<file path="config.mk">
export PLATFORM = sky130hd
export DESIGN_NAME = edge_result_collector
export DESIGN_NICKNAME = d
export VERILOG_FILES = /design/src/rtl/edge_collector_pkg.sv /design/src/rtl/edge_collector_fifo.sv /design/src/rtl/edge_result_collector.sv
export SDC_FILE = /design/constraint.sdc
export NUM_CORES = 1
export LEC_CHECK = 0
export ABC_AREA = 0
export BUFFER_PORTS_ARGS = -buffer_cell sky130_fd_sc_hd__buf_2
export CORE_AREA = 2 2 91 85
export CTS_CLUSTER_SIZE = 30
export DETAILED_ROUTE_END_ITERATION = 6
export DIE_AREA = 0 0 93 87
export REMOVE_ABC_BUFFERS = 1
export SLEW_MARGIN = 10
export SYNTH_ARGS = -nofsm -noshare
export SYNTH_HDL_FRONTEND = slang
export SYNTH_SLANG_ARGS = --single-unit
</file>
<file path="constraint.sdc">
create_clock -name clk -period 4.8 [get_ports clk]
set_input_delay 0.96 -clock clk [delete_from_list [all_inputs] [get_ports clk]]
set_output_delay 0.96 -clock clk [all_outputs]
set_load 0.01 [all_outputs]
</file>
<file path="src/rtl/edge_collector_pkg.sv">
// rtl/edge_collector_pkg.sv - shared defaults and result-pair type for the edge result collector
package edge_collector_pkg;

  localparam int COLLECTOR_DATA_W = 8;
  localparam int COLLECTOR_SUM_W  = 16;
  localparam int COLLECTOR_DEPTH  = 4;

  typedef struct packed {
    logic [COLLECTOR_DATA_W-1:0] c;
    logic [COLLECTOR_DATA_W-1:0] f;
  } result_pair_t;

endpackage

</file>
<file path="src/rtl/edge_collector_fifo.sv">
// rtl/edge_collector_fifo.sv - first-word-fall-through pair buffer with push/pop qualification
module edge_collector_fifo
  import edge_collector_pkg::*;
#(
  parameter int DATA_W = COLLECTOR_DATA_W,
  parameter int DEPTH  = COLLECTOR_DEPTH
) (
  input  logic                     clk,
  input  logic                     rst_n,
  input  logic                     in_valid,
  input  logic [DATA_W-1:0]        in_c,
  input  logic [DATA_W-1:0]        in_f,
  input  logic                     out_ready,
  output logic                     out_valid,
  output logic [DATA_W-1:0]        out_c,
  output logic [DATA_W-1:0]        out_f,
  output logic [$clog2(DEPTH):0]   count,
  output logic                     push,
  output logic                     pop
);

  localparam int AW = $clog2(DEPTH);
  localparam int CW = AW + 1;

  typedef struct packed {
    logic [DATA_W-1:0] c;
    logic [DATA_W-1:0] f;
  } entry_t;

  entry_t          mem [DEPTH];
  entry_t          head;
  logic [AW-1:0]   wr_ptr;
  logic [AW-1:0]   rd_ptr;
  logic            full;

  assign out_valid = (count != '0);
  assign full      = (count == CW'(DEPTH));
  assign pop       = out_valid && out_ready;
  // A full buffer still accepts when the head leaves in the same cycle.
  assign push      = in_valid && (!full || pop);

  assign head  = mem[rd_ptr];
  assign out_c = out_valid ? head.c : '0;
  assign out_f = out_valid ? head.f : '0;

  always_ff @(posedge clk) begin
    if (push) begin
      mem[wr_ptr] <= '{c: in_c, f: in_f};
    end
  end

  always_ff @(posedge clk or negedge rst_n) begin
    if (!rst_n) begin
      wr_ptr <= '0;
      rd_ptr <= '0;
      count  <= '0;
    end else begin
      if (push) begin
        wr_ptr <= wr_ptr + AW'(1);
      end
      if (pop) begin
        rd_ptr <= rd_ptr + AW'(1);
      end
      if (push && !pop) begin
        count <= count + CW'(1);
      end else if (pop && !push) begin
        count <= count - CW'(1);
      end
    end
  end

endmodule

</file>
<file path="src/rtl/edge_result_collector.sv">
// rtl/edge_result_collector.sv - buffers (c, f) result pairs, flags drops, optional f sum
// Optional running sum of f enabled by macro EDGE_COLLECTOR_SUM_EN.
module edge_result_collector
  import edge_collector_pkg::*;
#(
  parameter int DATA_W = COLLECTOR_DATA_W,
  parameter int DEPTH  = COLLECTOR_DEPTH
`ifdef EDGE_COLLECTOR_SUM_EN
  ,
  parameter int SUM_W  = COLLECTOR_SUM_W
`endif
) (
  input  logic                     clk,
  input  logic                     rst_n,
  input  logic                     in_valid,
  input  logic [DATA_W-1:0]        in_c,
  input  logic [DATA_W-1:0]        in_f,
  input  logic                     clear,
  output logic                     out_valid,
  input  logic                     out_ready,
  output logic [DATA_W-1:0]        out_c,
  output logic [DATA_W-1:0]        out_f,
  output logic [$clog2(DEPTH):0]   count,
  output logic                     overflow
`ifdef EDGE_COLLECTOR_SUM_EN
  ,
  output logic [SUM_W-1:0]         sum_f,
  output logic                     sum_sat
`endif
);

  logic push;
  logic pop;
  logic drop;

  edge_collector_fifo #(
    .DATA_W (DATA_W),
    .DEPTH  (DEPTH)
  ) u_fifo (
    .clk       (clk),
    .rst_n     (rst_n),
    .in_valid  (in_valid),
    .in_c      (in_c),
    .in_f      (in_f),
    .out_ready (out_ready),
    .out_valid (out_valid),
    .out_c     (out_c),
    .out_f     (out_f),
    .count     (count),
    .push      (push),
    .pop       (pop)
  );

  assign drop = in_valid && !push;

  always_ff @(posedge clk or negedge rst_n) begin
    if (!rst_n) begin
      overflow <= 1'b0;
    end else if (clear) begin
      overflow <= 1'b0;
    end else if (drop) begin
      overflow <= 1'b1;
    end
  end

`ifdef EDGE_COLLECTOR_SUM_EN
  // One spare bit above the wider operand so the true sum is never truncated.
  localparam int ACC_W = ((SUM_W > DATA_W) ? SUM_W : DATA_W) + 1;

  logic [ACC_W-1:0] sum_wide;
  logic             sum_over;

  assign sum_wide = ACC_W'(sum_f) + ACC_W'(in_f);
  assign sum_over = (sum_wide > ACC_W'({SUM_W{1'b1}}));

  always_ff @(posedge clk or negedge rst_n) begin
    if (!rst_n) begin
      sum_f   <= '0;
      sum_sat <= 1'b0;
    end else if (clear) begin
      sum_f   <= '0;
      sum_sat <= 1'b0;
    end else if (push) begin
      if (sum_over) begin
        sum_f   <= {SUM_W{1'b1}};
        sum_sat <= 1'b1;
      end else begin
        sum_f   <= sum_wide[SUM_W-1:0];
      end
    end
  end
`endif

endmodule

</file>
# Word level (Yosys, flattened, before mapping)
# Memories as Yosys holds them, arrays and structs flattened.
# Index checks and enable logic that the tools add are counted.
# W data, S select, Z words.
[op_classes] addsub=4 n_eq_ne=1 muxes=8 reduce_logical=12
[op_table] op="$mux W8" count=2
[op_table] op="$mux W3" count=2
[op_table] op="$logic_and A1 B1 Y1" count=5
[op_table] op="$add A2 B1 Y2 const B" count=2
[op_table] op="$mux W1" count=4
[op_table] op="$reduce_bool A2 Y1" count=2
[op_table] op="$add A3 B1 Y3 const B" count=1
[op_table] op="$eq A3 B3 Y1 const B" count=1
[op_table] op="$logic_not A1 Y1" count=3
[op_table] op="$reduce_bool A3 Y1" count=1
[op_table] op="$sub A3 B1 Y3 const B" count=1
[op_table] op="$logic_or A1 B1 Y1" count=1
[totals] ff_bits=8 ramBits=64 in_bits=21 output_inout_bits=21 elab_cells=30 memories=1
[mem_list] memory="u_fifo.mem" depth=4 word_bits=16 rd=1 rd_ports_with_merged_regs=0 wr=1 line="edge_collector_fifo.sv:30" text="entry_t mem [DEPTH];"

# Logic depth before layout (Yosys ltp)
[depth] ltp_word=8 mapped_depth=9 depth_no_buf=8

# Hierarchy
# A second synthesis with hierarchy kept.
[unflattened] hier_cells=141 hier_area_um2=2915.3
[modules_own_cells] module="edge_collector_fifo" n_inst=1 cells_each=137 area_per_inst_um2=2871.5 seq_area_each_um2=2097.0
[modules_own_cells] module="edge_result_collector" n_inst=1 cells_each=4 area_per_inst_um2=43.8 seq_area_each_um2=25.0

# Least setup slack after synthesis
# OpenSTA, ideal clock, no wires.
[synth_path] kind="input -> register" startpoint="input out_ready" endpoint="register u_fifo.count[1]" arrival_ns=2.434 setup_slack_ns=2.241 path_stages=7 path_cell_list="nor4b_1 nor2b_1 buf_6 ha_1 inv_1 fa_1 mux2_2"
[synth_via] elab_chain_cells=6 elab_cells_between_ends=9 cone_classes="mux: 1; reduce/logical: 8"
[synth_rtl] element="from (decl)" line="edge_result_collector.sv:20" text="input logic out_ready,"
[synth_rtl] element="$logic_and A1 B1 Y1 (*)" line="edge_collector_fifo.sv:38" text="assign pop = out_valid && out_ready;"
[synth_rtl] element="$logic_or A1 B1 Y1 (*)" line="edge_collector_fifo.sv:40" text="assign push = in_valid && (!full || pop);"
[synth_rtl] element="$logic_and A1 B1 Y1 (*)" line="edge_collector_fifo.sv:40"
[synth_rtl] element="via push" line="edge_result_collector.sv:32" text="logic push;"
[synth_rtl] element="$logic_not A1 Y1" line="edge_collector_fifo.sv:66" text="end else if (pop && !push) begin"
[synth_rtl] element="$logic_and A1 B1 Y1" line="edge_collector_fifo.sv:66"
[synth_rtl] element="$reduce_bool A2 Y1 (no line)"
[synth_rtl] element="to (signal assigned)" line="edge_collector_fifo.sv:65" text="count <= count + CW'(1);"
[synth_rtl] element="to (signal assigned)" line="edge_collector_fifo.sv:67" text="count <= count - CW'(1);"
[synth_rtl] element="to (decl)" line="edge_collector_fifo.sv:17" text="output logic [$clog2(DEPTH):0] count,"
# The timed path passes the listed nets; every way through them passes the cells marked *.
# A chain may end at the register's enable or synchronous reset.

# Final worst setup path
[layout_path] startpoint="register u_fifo.rd_ptr[0]" endpoint="output out_c[4]"
[layout_via] elab_chain_cells=2
[layout_rtl] element="from (decl)" line="edge_collector_fifo.sv:33" text="logic [AW-1:0] rd_ptr;"
[layout_rtl] element="from (signal assigned)" line="edge_collector_fifo.sv:62" text="rd_ptr <= rd_ptr + AW'(1);"
[layout_rtl] element="$mem_v2 Z4 W16"
[layout_rtl] element="$mux W8" line="edge_collector_fifo.sv:43" text="assign out_c = out_valid ? head.c : '0;"
[layout_rtl] element="to (decl)" line="edge_result_collector.sv:21" text="output logic [DATA_W-1:0] out_c,"
# No other way between the ends.

==> impl_summary.md <==
Clocking
The number of buffers created by CTS is 9. TritonCTS built the clock tree. The H-tree was split into 3 levels. Clock tree synthesis found a total of 72 sinks. The clock transition time at the flip-flop clock pins of the worst setup and hold paths is 0.08 ns. The tree is rooted in a sky130_fd_sc_hd__clkbuf_8. Counting along the longest clock path gives a buffer depth of 2. The post-cts resize count is 0.

The number of post-CTS setup repair buffers is 0. For the worst-skew pair, the clock arrives at the later sink with an insertion delay of 0.33 ns. Buffers inserted to repair hold after CTS numbered 0.

Power
In this run the power spent charging and discharging nets is 616 uW. After layout, the design draws a total of 2.07 mW. Dividing total power by cell area gives a power density of 611 nW/um^2.

The switching power share of the total is 0.298. The internal portion of the total power is 1.46 mW. The reported leakage power is 1.25 nW. The combinational group share of total power is 0.300. Of the total power, registers draw 0.459. The peak supply drop is 0.248 mV. The clock share of power is 0.241.

Timing
The post-route clock skew is 0.0122 ns. Setup repair after global routing left no endpoint under its margin. The final setup violation count is 0.

The number of endpoints with negative hold slack in the final report is 0. The pin slew with the least headroom to its limit is 0.993 ns. The relative slew slack is 0.338. The timing-limited maximum frequency is 306 MHz. In the final timing run, aggregate negative setup slack is 0 ns.

The total count of max-transition violations in the final report was 0. The share of the clock period used by the worst path after layout is 0.682. The post-layout minimum cycle time is 3.27 ns.

Floorplan
The count of standard-cell rows is 30. The die outline area is 8090 sq um. The core region is 7210 sq um. From bottom edge to top edge, the die measures 87 um. Measured along the x axis, the die boundary spans 93 um. For this configuration, the core starts out at a cell density of 0.404.

During I/O placement, the number of pins put on the boundary was 42.

Setup path
The startpoint type of the worst setup path is a register. In this run the worst path has a maximum fanout of 18. At the worst endpoint, the arrival time is 2.31 ns. Measured in cells, the most critical reg-to-reg path has a length of 8. The worst setup path is captured at a primary output. The critical path in this run is classified as register to primary output. Data on the critical path is required at its endpoint by 3.84 ns.

Detailed routing
The first detailed-routing pass ran for 4 iterations. For this run, design rule violations remaining after detail routing come to 0. The per-cell routed wire length is 17.0 um. The final layout contains routed wiring with a total length of 4870 um. The routed via count is 1,361. The mean number of vias per cell is 4.76. The number of DRC violations after detailed-routing iteration 0 is 51.

The residual antenna-violating net count after detailed routing is 0.

Synthesis
The most area-hungry cell type in the Yosys netlist is sky130_fd_sc_hd__edfxtp_1. Measured against the total synthesized area, the mux share comes to 0.143. By area the synthesized netlist is led by sky130_fd_sc_hd__edfxtp_1 (66%), sky130_fd_sc_hd__mux4_1 (7.2%), sky130_fd_sc_hd__dfrtp_1 (6.9%). In the synthesized netlist, the cells that appear most often are sky130_fd_sc_hd__edfxtp_1 (64), sky130_fd_sc_hd__and2_1 (20), sky130_fd_sc_hd__dfrtp_1 (8), sky130_fd_sc_hd__mux4_1 (8), sky130_fd_sc_hd__mux4_2 (8). The area share of xor/xnor cells in the synthesized design is 0.0180. The share of synthesized area in the top cell type comes to 0.660. The most instantiated flip-flop cell in the synthesis netlist is sky130_fd_sc_hd__edfxtp_1. The number of different library cells used by synthesis comes to 23. The proportion of synthesized chip area in sequential cells is 0.728.

By area, the combinational part of the netlist is dominated by multiplexers. The simple-gate share of the synthesized area is 0.0558. The number of warnings reported in the yosys synthesis log is 0. After synthesis the netlist holds a flip-flop and latch count of 72. The count of mapped cells out of synthesis is 140. By instance count, the leading cell after synthesis is sky130_fd_sc_hd__edfxtp_1. The area fraction in compound gates after synthesis is 0.00172.

The post-synthesis async set-or-reset flop share is 0.111. The cell area that synthesis handed to floorplanning was 2910 sq um. The average size of a mapped cell is 20.8 sq um. Of the total synthesized cell area, the portion taken by full adders, half adders and majority gates is 0.0283.

In this run, synthesis inferred 64 flip-flops with an integrated enable.

Global routing
Entering global routing, the biggest net connects 20 pins. The first global-routing pass estimated 7750 um of wire. The most utilized layer in the global route result is met2.

For met3 alone, demand over resource in global routing was 0.0416. The combined global-route utilization of all metal layers is 0.135. The number of global-route vias before repair came to 1,479. For met2 alone, demand over resource in global routing was 0.224.

The met1 usage is 0.159. The leftover overflow at the end of global routing is 0. The initial antenna violation count is 0.

Finish
The synthesis-to-layout area growth is 16.3%. The number of nets in the final layout is 212. The number of fill cells in the layout is 648. The count of antenna diodes in the layout is 0.

In the final layout, the share of cells above drive strength 1 is 0.342.

Job
Max-cap violations in this run came to 0.

Place
The congestion estimate from routability-driven global placement came to 0.691. The number of port buffers is 41. Summed over all nets, the half-perimeter wirelength after detailed placement is 3120 um.

Min path
The class of the most critical hold timing path is input pin to async pin.

Run status
The run finished with clean final reports.
==> stage by stage <==
stage / cell area [sq um] / setup slack [ns] / hold slack [ns] / std cells / util
after global routing: 3390 / 1.34 / 0.443 / 286 / 0.470
final: 3390 / 1.53 / 0.453 / 286 / 0.470
after floorplan: 2850 / 2.23 / 0.526 / 133 / -
after detailed placement: 3180 / 1.82 / 0.487 / 270 / 0.441
after global placement: 3180 / 1.84 / 0.475 / 270 / 0.441
after CTS: 3390 / 1.45 / 0.441 / 286 / 0.470
==> power groups by stage <==
stage          combinational (mW)  sequential [mW]  clock [mW]
6_report                    0.622            0.950       0.500
5_1_grt                     0.686            0.972       0.535
3_5_place_dp                0.639            0.969           0
3_3_place_gp                0.620            0.957           0
4_1_cts                     0.640            0.954       0.511
2_1_floorplan               0.419            0.933           0
==> flip-flops by register name, summed over array words and instances, names as in the netlist <==
register / count
overflow: 1
u_fifo.count: 3
u_fifo.mem: 64
u_fifo.rd_ptr: 2
u_fifo.wr_ptr: 2
==> layout by cell type (no fill, tap or decap) <==
cell type / n
sky130_fd_sc_hd__ha_1: 5
sky130_fd_sc_hd__mux2_2: 1
sky130_fd_sc_hd__mux2_4: 1
sky130_fd_sc_hd__clkinv_4: 1
sky130_fd_sc_hd__or3_1: 1
sky130_fd_sc_hd__a21oi_1: 1
sky130_fd_sc_hd__dfrtp_1: 8
sky130_fd_sc_hd__clkbuf_8: 9
sky130_fd_sc_hd__nand2_1: 1
sky130_fd_sc_hd__clkinv_2: 2
sky130_fd_sc_hd__clkinv_1: 2
sky130_fd_sc_hd__xnor2_1: 4
sky130_fd_sc_hd__nand3_1: 1
sky130_fd_sc_hd__bufinv_16: 2
sky130_fd_sc_hd__edfxtp_1: 64
sky130_fd_sc_hd__nor2_1: 2
sky130_fd_sc_hd__fa_1: 1
sky130_fd_sc_hd__and2_1: 20
sky130_fd_sc_hd__mux4_2: 8
sky130_fd_sc_hd__nor4b_1: 1
sky130_fd_sc_hd__buf_2: 41
sky130_fd_sc_hd__inv_1: 3
sky130_fd_sc_hd__mux4_1: 8
sky130_fd_sc_hd__xor2_1: 2
sky130_fd_sc_hd__nor2b_1: 1
==> path summary, 6_finish.rpt <==
kind | startpoint | to | slack [ns]
setup / recovery | u_fifo.rd_ptr[0] | out_c[4] | 1.53
hold / removal | rst_n | overflow | 0.45
setup reg to reg | u_fifo.count[0] | u_fifo.count[2] | 2.30
hold reg to reg | overflow | overflow | 0.50
max in group asynchronous | rst_n | u_fifo.rd_ptr[1] | 4.17
min in group clk | overflow | overflow | 0.50
==> final cells by class <==
type / count / area, sq um / share of cell area
inverters: 3 / 11.3 / 0.00332
clock buffers: 9 / 124 / 0.0366
clock inverters: 7 / 86.3 / 0.0255
repair buffers: 41 / 205 / 0.0606
flip-flops and latches: 72 / 2120 / 0.626
well taps: 96 / 120 / 0.0355
multi-input cells: 58 / 719 / 0.212
==> per-layer routing <==
metal | share of wire | vias up
met5 | 0 | -
met4 | 0.010 | 0
met3 | 0.046 | 6
met2 | 0.52 | 31
met1 | 0.42 | 689
li1 | - | 635
==> kinds of logic after synthesis <==
family,after synthesis
muxes,18
xor gates and xnor gates,6
DFF,72
buffers and inverters,10
AOI/OAI and AO/OA,1
adders and majority gates,6
and+or+nand+nor,27
==> worst max-delay path: stages (launching register included) <==
cell                      delay [ns]
sky130_fd_sc_hd__dfrtp_1        1.00
sky130_fd_sc_hd__mux4_1         0.68
sky130_fd_sc_hd__and2_1         0.17
sky130_fd_sc_hd__buf_2          0.13
No activity file was read; power rests on OpenSTA's default activity.
